==> config.mk <==
export PLATFORM = sky130hd
export DESIGN_NAME = spi_arbiter
export DESIGN_NICKNAME = d
export VERILOG_FILES = /design/src/rtl/spi_arbiter_pkg.sv /design/src/rtl/spi_shifter.sv /design/src/rtl/spi_arbiter.sv
export SDC_FILE = /design/constraint.sdc
export NUM_CORES = 1
export LEC_CHECK = 0
export ABC_AREA = 1
export ABC_CLOCK_PERIOD_IN_PS = 3000
export BUFFER_PORTS_ARGS = -buffer_cell sky130_fd_sc_hd__buf_2
export CORE_MARGIN = 1
export CORE_UTILIZATION = 52
export CTS_CLUSTER_DIAMETER = 50
export DETAILED_ROUTE_END_ITERATION = 10
export PLACE_DENSITY = 0.8
export SYNTH_ARGS = -nofsm -noshare
export SYNTH_HDL_FRONTEND = slang
export SYNTH_SLANG_ARGS = --single-unit
export TNS_END_PERCENT = 10
==> constraint.sdc <==
create_clock -name ipClk -period 3 [get_ports ipClk]
set_clock_uncertainty 0.2 [all_clocks]
set_input_delay 0.45 -clock ipClk [delete_from_list [all_inputs] [get_ports ipClk]]
set_output_delay 0.45 -clock ipClk [all_outputs]
set_load 0.01 [all_outputs]
==> src/rtl/spi_arbiter_pkg.sv <==
`default_nettype none
// ============================================================================
// Module      : spi_arbiter_pkg
// Description : Shared types and constants for the SPI arbiter and its shifter
// Revision    : 1.0
// ============================================================================
package spi_arbiter_pkg;

    localparam int c_LEN_W     = 5;
    localparam int c_GAP_TICKS = 1;

    typedef enum logic [2:0] {
        ST_IDLE     = 3'd0,
        ST_CS_LOW   = 3'd1,
        ST_CLK_LOW  = 3'd2,
        ST_CLK_HIGH = 3'd3,
        ST_CS_HIGH  = 3'd4,
        ST_GAP      = 3'd5
    } SPI_ARB_STATE;

endpackage
`default_nettype wire

==> src/rtl/spi_shifter.sv <==
`default_nettype none
// ============================================================================
// Module      : spi_shifter
// Description : Tick generator, nCS/SClk sequencing and shift register (mode 3)
// Revision    : 1.0
// ============================================================================
module spi_shifter
    import spi_arbiter_pkg::*;
#(
    parameter int CLOCK_DIV = 5,
    parameter int MAX_BITS  = 24
) (
    input  logic                ipClk,
    input  logic                Reset,
    input  logic                i_start,
    input  logic [c_LEN_W-1:0]  i_len,
    input  logic [MAX_BITS-1:0] i_tx,
    input  logic                i_sdo,
    output logic                o_tick,
    output logic                o_idle,
    output logic                o_done,
    output logic [MAX_BITS-1:0] o_rx,
    output logic                o_ncs,
    output logic                o_sclk,
    output logic                o_sdi
);

    localparam int                c_TW       = $clog2(CLOCK_DIV + 1);
    localparam logic [c_TW-1:0]   c_TICK_MAX = c_TW'(CLOCK_DIV);
    localparam logic [c_TW-1:0]   c_TICK_ONE = c_TW'(1);
    localparam logic [c_LEN_W-1:0] c_CNT_ONE = c_LEN_W'(1);

    SPI_ARB_STATE        r_state;
    SPI_ARB_STATE        w_state_nxt;
    logic [c_TW-1:0]     r_tcnt;
    logic                w_tick;
    logic [c_LEN_W-1:0]  r_cnt;
    logic [c_LEN_W-1:0]  r_len;
    logic [MAX_BITS-1:0] r_sr;
    logic [MAX_BITS-1:0] r_rx;
    logic [MAX_BITS-1:0] w_mask;
    logic                r_done;
    logic                r_ncs;
    logic                r_sclk;
    logic                r_sdi;

    assign w_tick = (r_tcnt == c_TICK_MAX);

    always_ff @(posedge ipClk) begin
        if (Reset || w_tick) r_tcnt <= c_TICK_ONE;
        else                 r_tcnt <= r_tcnt + c_TICK_ONE;
    end

    always_ff @(posedge ipClk) begin
        if (Reset) r_state <= ST_IDLE;
        else       r_state <= w_state_nxt;
    end

    always_comb begin
        w_state_nxt = r_state;
        if (w_tick) begin
            case (r_state)
                ST_IDLE:     if (i_start) w_state_nxt = ST_CS_LOW;
                ST_CS_LOW:   w_state_nxt = (r_cnt == '0) ? ST_CS_HIGH : ST_CLK_LOW;
                ST_CLK_LOW:  w_state_nxt = ST_CLK_HIGH;
                ST_CLK_HIGH: w_state_nxt = (r_cnt == c_CNT_ONE) ? ST_CS_HIGH : ST_CLK_LOW;
                ST_CS_HIGH:  w_state_nxt = ST_GAP;
                ST_GAP:      if (r_cnt == '0) w_state_nxt = ST_IDLE;
                default:     w_state_nxt = ST_IDLE;
            endcase
        end
    end

    // Only the bits actually clocked in are returned; the rest of the word is stale tx data.
    always_comb begin
        w_mask = '0;
        for (int i = 0; i < MAX_BITS; i++) w_mask[i] = (i < int'(r_len));
    end

    always_ff @(posedge ipClk) begin
        if (Reset) begin
            r_cnt  <= '0;
            r_len  <= '0;
            r_sr   <= '0;
            r_rx   <= '0;
            r_done <= 1'b0;
            r_ncs  <= 1'b1;
            r_sclk <= 1'b1;
            r_sdi  <= 1'b1;
        end else begin
            r_done <= 1'b0;
            if (w_tick) begin
                case (r_state)
                    ST_IDLE: begin
                        if (i_start) begin
                            r_sr  <= i_tx;
                            r_cnt <= i_len;
                            r_len <= i_len;
                        end
                    end
                    ST_CS_LOW:  r_ncs <= 1'b0;
                    ST_CLK_LOW: begin
                        r_sclk <= 1'b0;
                        r_sdi  <= r_sr[MAX_BITS-1];
                    end
                    ST_CLK_HIGH: begin
                        r_sclk <= 1'b1;
                        r_sr   <= {r_sr[MAX_BITS-2:0], i_sdo};
                        r_cnt  <= r_cnt - c_CNT_ONE;
                    end
                    ST_CS_HIGH: begin
                        r_ncs  <= 1'b1;
                        r_sdi  <= 1'b1;
                        r_rx   <= r_sr & w_mask;
                        r_done <= 1'b1;
                        r_cnt  <= c_LEN_W'(c_GAP_TICKS - 1);
                    end
                    ST_GAP:  if (r_cnt != '0) r_cnt <= r_cnt - c_CNT_ONE;
                    default: r_ncs <= 1'b1;
                endcase
            end
        end
    end

    assign o_tick = w_tick;
    assign o_idle = (r_state == ST_IDLE);
    assign o_done = r_done;
    assign o_rx   = r_rx;
    assign o_ncs  = r_ncs;
    assign o_sclk = r_sclk;
    assign o_sdi  = r_sdi;

endmodule
`default_nettype wire

==> src/rtl/spi_arbiter.sv <==
`default_nettype none
// ============================================================================
// Module      : spi_arbiter
// Description : Round-robin sharing of one mode-3 SPI master among N_REQ
//               requesters. Define SPI_ARB_PRIORITY_EN to give requester 0
//               absolute priority over the others.
// Revision    : 1.0
// ============================================================================
module spi_arbiter
    import spi_arbiter_pkg::*;
#(
    parameter int N_REQ     = 3,
    parameter int Clock_Div = 5,
    parameter int MAX_BITS  = 24
) (
    input  logic                      ipClk,
    input  logic                      Reset,
    input  logic [N_REQ-1:0]          ipReq,
    input  logic [N_REQ*c_LEN_W-1:0]  ipLength,
    input  logic [N_REQ*MAX_BITS-1:0] ipTxData,
    output logic [N_REQ-1:0]          opGrant,
    output logic [N_REQ-1:0]          opDone,
    output logic [MAX_BITS-1:0]       opRxData,
    output logic                      opBusy,
    output logic                      nCS,
    output logic                      SClk,
    output logic                      SDI,
    input  logic                      SDO
);

    localparam int c_IW = $clog2(N_REQ);
`ifdef SPI_ARB_PRIORITY_EN
    localparam bit c_PRIO_EN = 1'b1;
`else
    localparam bit c_PRIO_EN = 1'b0;
`endif

    logic [c_IW-1:0]     r_last;
    logic [c_IW-1:0]     r_owner;
    logic [N_REQ-1:0]    r_grant;
    logic [c_IW-1:0]     w_win;
    logic [c_IW-1:0]     w_cand;
    logic                w_found;
    logic                w_tick;
    logic                w_idle;
    logic                w_start;
    logic                w_done;
    logic [c_LEN_W-1:0]  w_len_raw;
    logic [c_LEN_W-1:0]  w_len;
    logic [MAX_BITS-1:0] w_tx;

    // Search starts one past the last winner; with priority, requester 0 is
    // taken out of the rotation and checked first.
    always_comb begin
        w_win   = '0;
        w_cand  = '0;
        w_found = 1'b0;
        if (c_PRIO_EN && ipReq[0]) w_found = 1'b1;
        for (int k = 1; k <= N_REQ; k++) begin
            w_cand = c_IW'((int'(r_last) + k) % N_REQ);
            if (!w_found && ipReq[w_cand] && !(c_PRIO_EN && w_cand == '0)) begin
                w_win   = w_cand;
                w_found = 1'b1;
            end
        end
    end

    assign w_start   = w_tick && w_idle && (|ipReq);
    assign w_len_raw = ipLength[int'(w_win)*c_LEN_W +: c_LEN_W];
    assign w_len     = (w_len_raw > c_LEN_W'(MAX_BITS)) ? c_LEN_W'(MAX_BITS) : w_len_raw;
    assign w_tx      = ipTxData[int'(w_win)*MAX_BITS +: MAX_BITS];

    always_ff @(posedge ipClk) begin
        if (Reset) begin
            r_last  <= c_IW'(N_REQ - 1);
            r_owner <= '0;
            r_grant <= '0;
        end else begin
            r_grant <= '0;
            if (w_start) begin
                r_grant <= N_REQ'(1) << w_win;
                r_owner <= w_win;
                if (!(c_PRIO_EN && w_win == '0)) r_last <= w_win;
            end
        end
    end

    spi_shifter #(
        .CLOCK_DIV (Clock_Div),
        .MAX_BITS  (MAX_BITS)
    ) u_shifter (
        .ipClk   (ipClk),
        .Reset   (Reset),
        .i_start (w_start),
        .i_len   (w_len),
        .i_tx    (w_tx),
        .i_sdo   (SDO),
        .o_tick  (w_tick),
        .o_idle  (w_idle),
        .o_done  (w_done),
        .o_rx    (opRxData),
        .o_ncs   (nCS),
        .o_sclk  (SClk),
        .o_sdi   (SDI)
    );

    assign opGrant = r_grant;
    assign opDone  = w_done ? (N_REQ'(1) << r_owner) : '0;
    assign opBusy  = !w_idle;

endmodule
`default_nettype wire

==> impl_metrics.env <==
export IMPL_status="complete, but fails checks"
export IMPL_violations="design-rule violations"
export IMPL_start_util=0.535
export IMPL_p_leak_nw=2.60
export IMPL_ant_nets=0
export IMPL_start_kind="flip-flop"
export IMPL_critPathBufInv=4
export IMPL_boundaryPins=127
export IMPL_firstDrtPassIters=10
export IMPL_vias=4779
export IMPL_yosysMostFrequentCell="nand2_1"
export IMPL_drive_above_1_share=0.247
export IMPL_synth_top_family_by_area="simple AND/OR/NAND/NOR gates"
export IMPL_synth_cell_types=38
export IMPL_cap_viol_max_count=0
export IMPL_synth_compound_area_frac=0.223
export IMPL_dp_final_hpwl_um=9010
export IMPL_drc_errors=1
export IMPL_grt_pass1_vias=4064
export IMPL_fp_dieW_um=93.7
export IMPL_synth_edf_count=0
export IMPL_dr_first_iter_drc_count=288
export IMPL_critPathRequiredTime_ps=3020
export IMPL_drv_slew=0
export IMPL_insertion_delay_ps=350
export IMPL_synth_adder_area_share=0.0229
export IMPL_finalWorstSetupSlack_ps=230
export IMPL_cts_hold_buf=0
export IMPL_ys_ff_latch=74
export IMPL_r2r_start="r_last[0]$_SDFFE_PP0P_"
export IMPL_place_congestion=0.943
export IMPL_relSlewSlack=0.442
export IMPL_synth_xor_area_frac=0.00401
export IMPL_dpl_worst_slack_ps=244
export IMPL_numPortBuffers=126
export IMPL_syn_avg_cell_area_sq_um=6.53
export IMPL_area_growth_pct=20.3
export IMPL_design_core_area_sq_mm=0.00818
export IMPL_cts_buffers=9
export IMPL_rrSetupSlack_ps=230
export IMPL_wirelength_um=11900
export IMPL_reg2reg_depth=16
export IMPL_r2r_end="u_shifter.r_sr[14]$_SDFFE_PP0P_"
export IMPL_hold_violations=0
export IMPL_netlist_top_cells_count="nand2_1, inv_1, dfxtp_1"
export IMPL_ys_top_cells_by_area="dfxtp_1, nand2_1, nand3_1, a21oi_1, inv_1"
export IMPL_synthSimpleGateAreaFrac=0.299
export IMPL_path_cells="inv_1 > ha_1 > inv_2 > nor2_1 > nand2_1 > nand2_1 > nand3_1 > nand3_2 > nand2_4 > inv_4 > buf_12 > a21oi_1 > o21ai_1 > nand3_1 > nand2_1 > a21oi_1"
export IMPL_clockRootBuffer="clkbuf_8"
export IMPL_dieArea_sq_mm=0.00878
export IMPL_grt_usage=0.276
export IMPL_synth_seq_area_share=0.339
export IMPL_hold_path_end="u_shifter.r_tcnt[0]$_SDFF_PP1_"
export IMPL_met3_usage=0.0518
export IMPL_cts_setup_buffers=0
export IMPL_path_class="reg2reg"
export IMPL_synth_ff_type="dfxtp_1"
export IMPL_cp_top_family="simple AND/OR/NAND/NOR gates"
export IMPL_max_stage_delay_ps=410
export IMPL_worst_pin_slew_ps=837
export IMPL_tritoncts="done"
export IMPL_yosysWarnings=0
export IMPL_hold_path_class="reg2reg"
export IMPL_setup_viol=0
export IMPL_wl_per_cell_um=13.4
export IMPL_antenna_cells=0
export IMPL_antenna_found_initial=0
export IMPL_vdd_drop_max_mv=0.383
export IMPL_rsz0062_at_grt="no"
export IMPL_htreeDepth=3
export IMPL_globalRouteMet1Util=0.397
export IMPL_grt_max_degree=50
export IMPL_synth_mux_area_frac=0
export IMPL_clk_pin_slew_ps=80
export IMPL_nets=883
export IMPL_min_delay_start="u_shifter.r_tcnt[0]$_SDFF_PP1_"
export IMPL_crit_slowest_cell="dfxtp_1"
export IMPL_synth_top_area_share=0.339
export IMPL_crit_path_max_fanout=35
export IMPL_period_needed_ps=2770
export IMPL_cts_buffer_depth=2
export IMPL_max_freq_mhz=361
export IMPL_yosysTopAreaCell="dfxtp_1"
export IMPL_std_cell_rows=33
export IMPL_synthCells=669
export IMPL_setup_tns_ps=0
export IMPL_p_per_area_mw_per_mm2=682
export IMPL_top_usage_layer="met2"
export IMPL_avgViaCountPerCell=5.36
export IMPL_holdPathStages=1
export IMPL_period_share=0.923
export IMPL_grtUsageMet2=0.419
export IMPL_die_height_um=93.7
export IMPL_overflow=0
export IMPL_synth_fp_nets=770
export IMPL_async_flop_share=0
export IMPL_clock_sinks=74
export IMPL_design_power_total_mw=3.59
export IMPL_crit_top_cell="nand2_1"
export IMPL_grt_pass1_wl_um=19000
export IMPL_cp_data_arrival_time_ps=2790
export IMPL_syn_area_sq_mm=0.00437
export IMPL_endpoint_kind="flip-flop"
## how the worst max path moves through the flow
stage | slack [ps] | endpoint | start | depth (start not counted)
finish | 230 | u_shifter.r_sr[14]$_SDFFE_PP0P_ | r_last[0]$_SDFFE_PP0P_ | 16
global placement | 330 | u_shifter.r_sr[14]$_SDFFE_PP0P_ | r_last[0]$_SDFFE_PP0P_ | 15
detailed placement | 240 | u_shifter.r_sr[14]$_SDFFE_PP0P_ | r_last[0]$_SDFFE_PP0P_ | 15
floorplan | 670 | u_shifter.r_sr[19]$_SDFFE_PP0P_ | r_last[0]$_SDFFE_PP0P_ | 14
CTS | 220 | u_shifter.r_sr[14]$_SDFFE_PP0P_ | r_last[0]$_SDFFE_PP0P_ | 15
global route | 10 | u_shifter.r_sr[23]$_SDFFE_PP0P_ | r_last[0]$_SDFFE_PP0P_ | 17
## state kept, by name, indices dropped and copies added, names as in the netlist, 2 cells and up
name               count
u_shifter.o_rx        24
u_shifter.r_sr        24
r_last                 2
u_shifter.r_state      3
u_shifter.r_tcnt       3
opGrant                3
u_shifter.r_cnt        5
u_shifter.r_len        5
## final cells by class
type	instances	area (sq um)
Fill cell	765	2920
Multi-Input combinational cell	478	2400
Sequential cell	74	1480
Timing Repair Buffer	134	716
Inverter	85	322
Clock buffer	12	155
Tap cell	105	131
Clock inverter	4	50.0
## report_power, final
part,total (mW),switching [mW],internal (mW)
logic,1.63,1.05,0.579
registers,1.16,0.0884,1.07
clock network,0.801,0.372,0.429
## through the flow
| stage | cells | util | cell area (sq um) | hold WS, ps |
|---|---|---|---|---|
| 2_1_floorplan | 669 | - | 4370 | 187 |
| 3_3_place_gp | 876 | 0.618 | 5050 | 196 |
| 3_5_place_dp | 876 | 0.618 | 5050 | 203 |
| 4_1_cts | 892 | 0.643 | 5260 | 222 |
| 5_1_grt | 892 | 0.643 | 5260 | 241 |
| 6_report | 892 | 0.643 | 5260 | 225 |
## routing by layer
metal	share of wire	vias to the layer above
met2	0.44	218
li1	-	2419
met5	0	-
met1	0.48	2130
met3	0.078	12
met4	0.0094	0
## cells in the final DEF (no fill, tap or decap), drive strengths merged
master,count
nand2,138
buf,134
inv,85
a21oi,84
nor2,75
dfxtp,74
nand3,73
o21ai,69
clkbuf,12
o211ai,9
nor3,8
ha,8
o31ai,2
a31oi,2
clkinvlp,2
nand4,2
xnor2,1
or2,1
xor2,1
a221oi,1
nor4,1
a211oi,1
nand3b,1
a32oi,1
clkinv,1
bufinv,1
## worst register-to-register path, stage by stage, from the launching register on
cell and delay (ps):
dfxtp_1 410, inv_1 120, ha_1 400, inv_2 90, nor2_1 90, nand2_1 50, nand2_1 120, nand3_1 110
nand3_2 110, nand2_4 90, inv_4 180, buf_12 230, a21oi_1 60, o21ai_1 80, nand3_1 120, nand2_1 110
a21oi_1 60
## cells by family (layout without fill, tap and decap cells)
group,Yosys count,after routing
adder cells (fa/ha/maj),8,8
XOR/XNOR,2,2
AO/OA/AOI/OAI,169,169
AND/OR/NAND/NOR,299,299
buffers and inverters,117,235
flip-flops,74,74
## what timing repair did
item                       4_1_cts  5_1_grt
hold endpoints to repair         0        0
resized for setup                0        1
setup endpoints to repair        0        4
No activity file was read; power rests on OpenSTA's default activity.
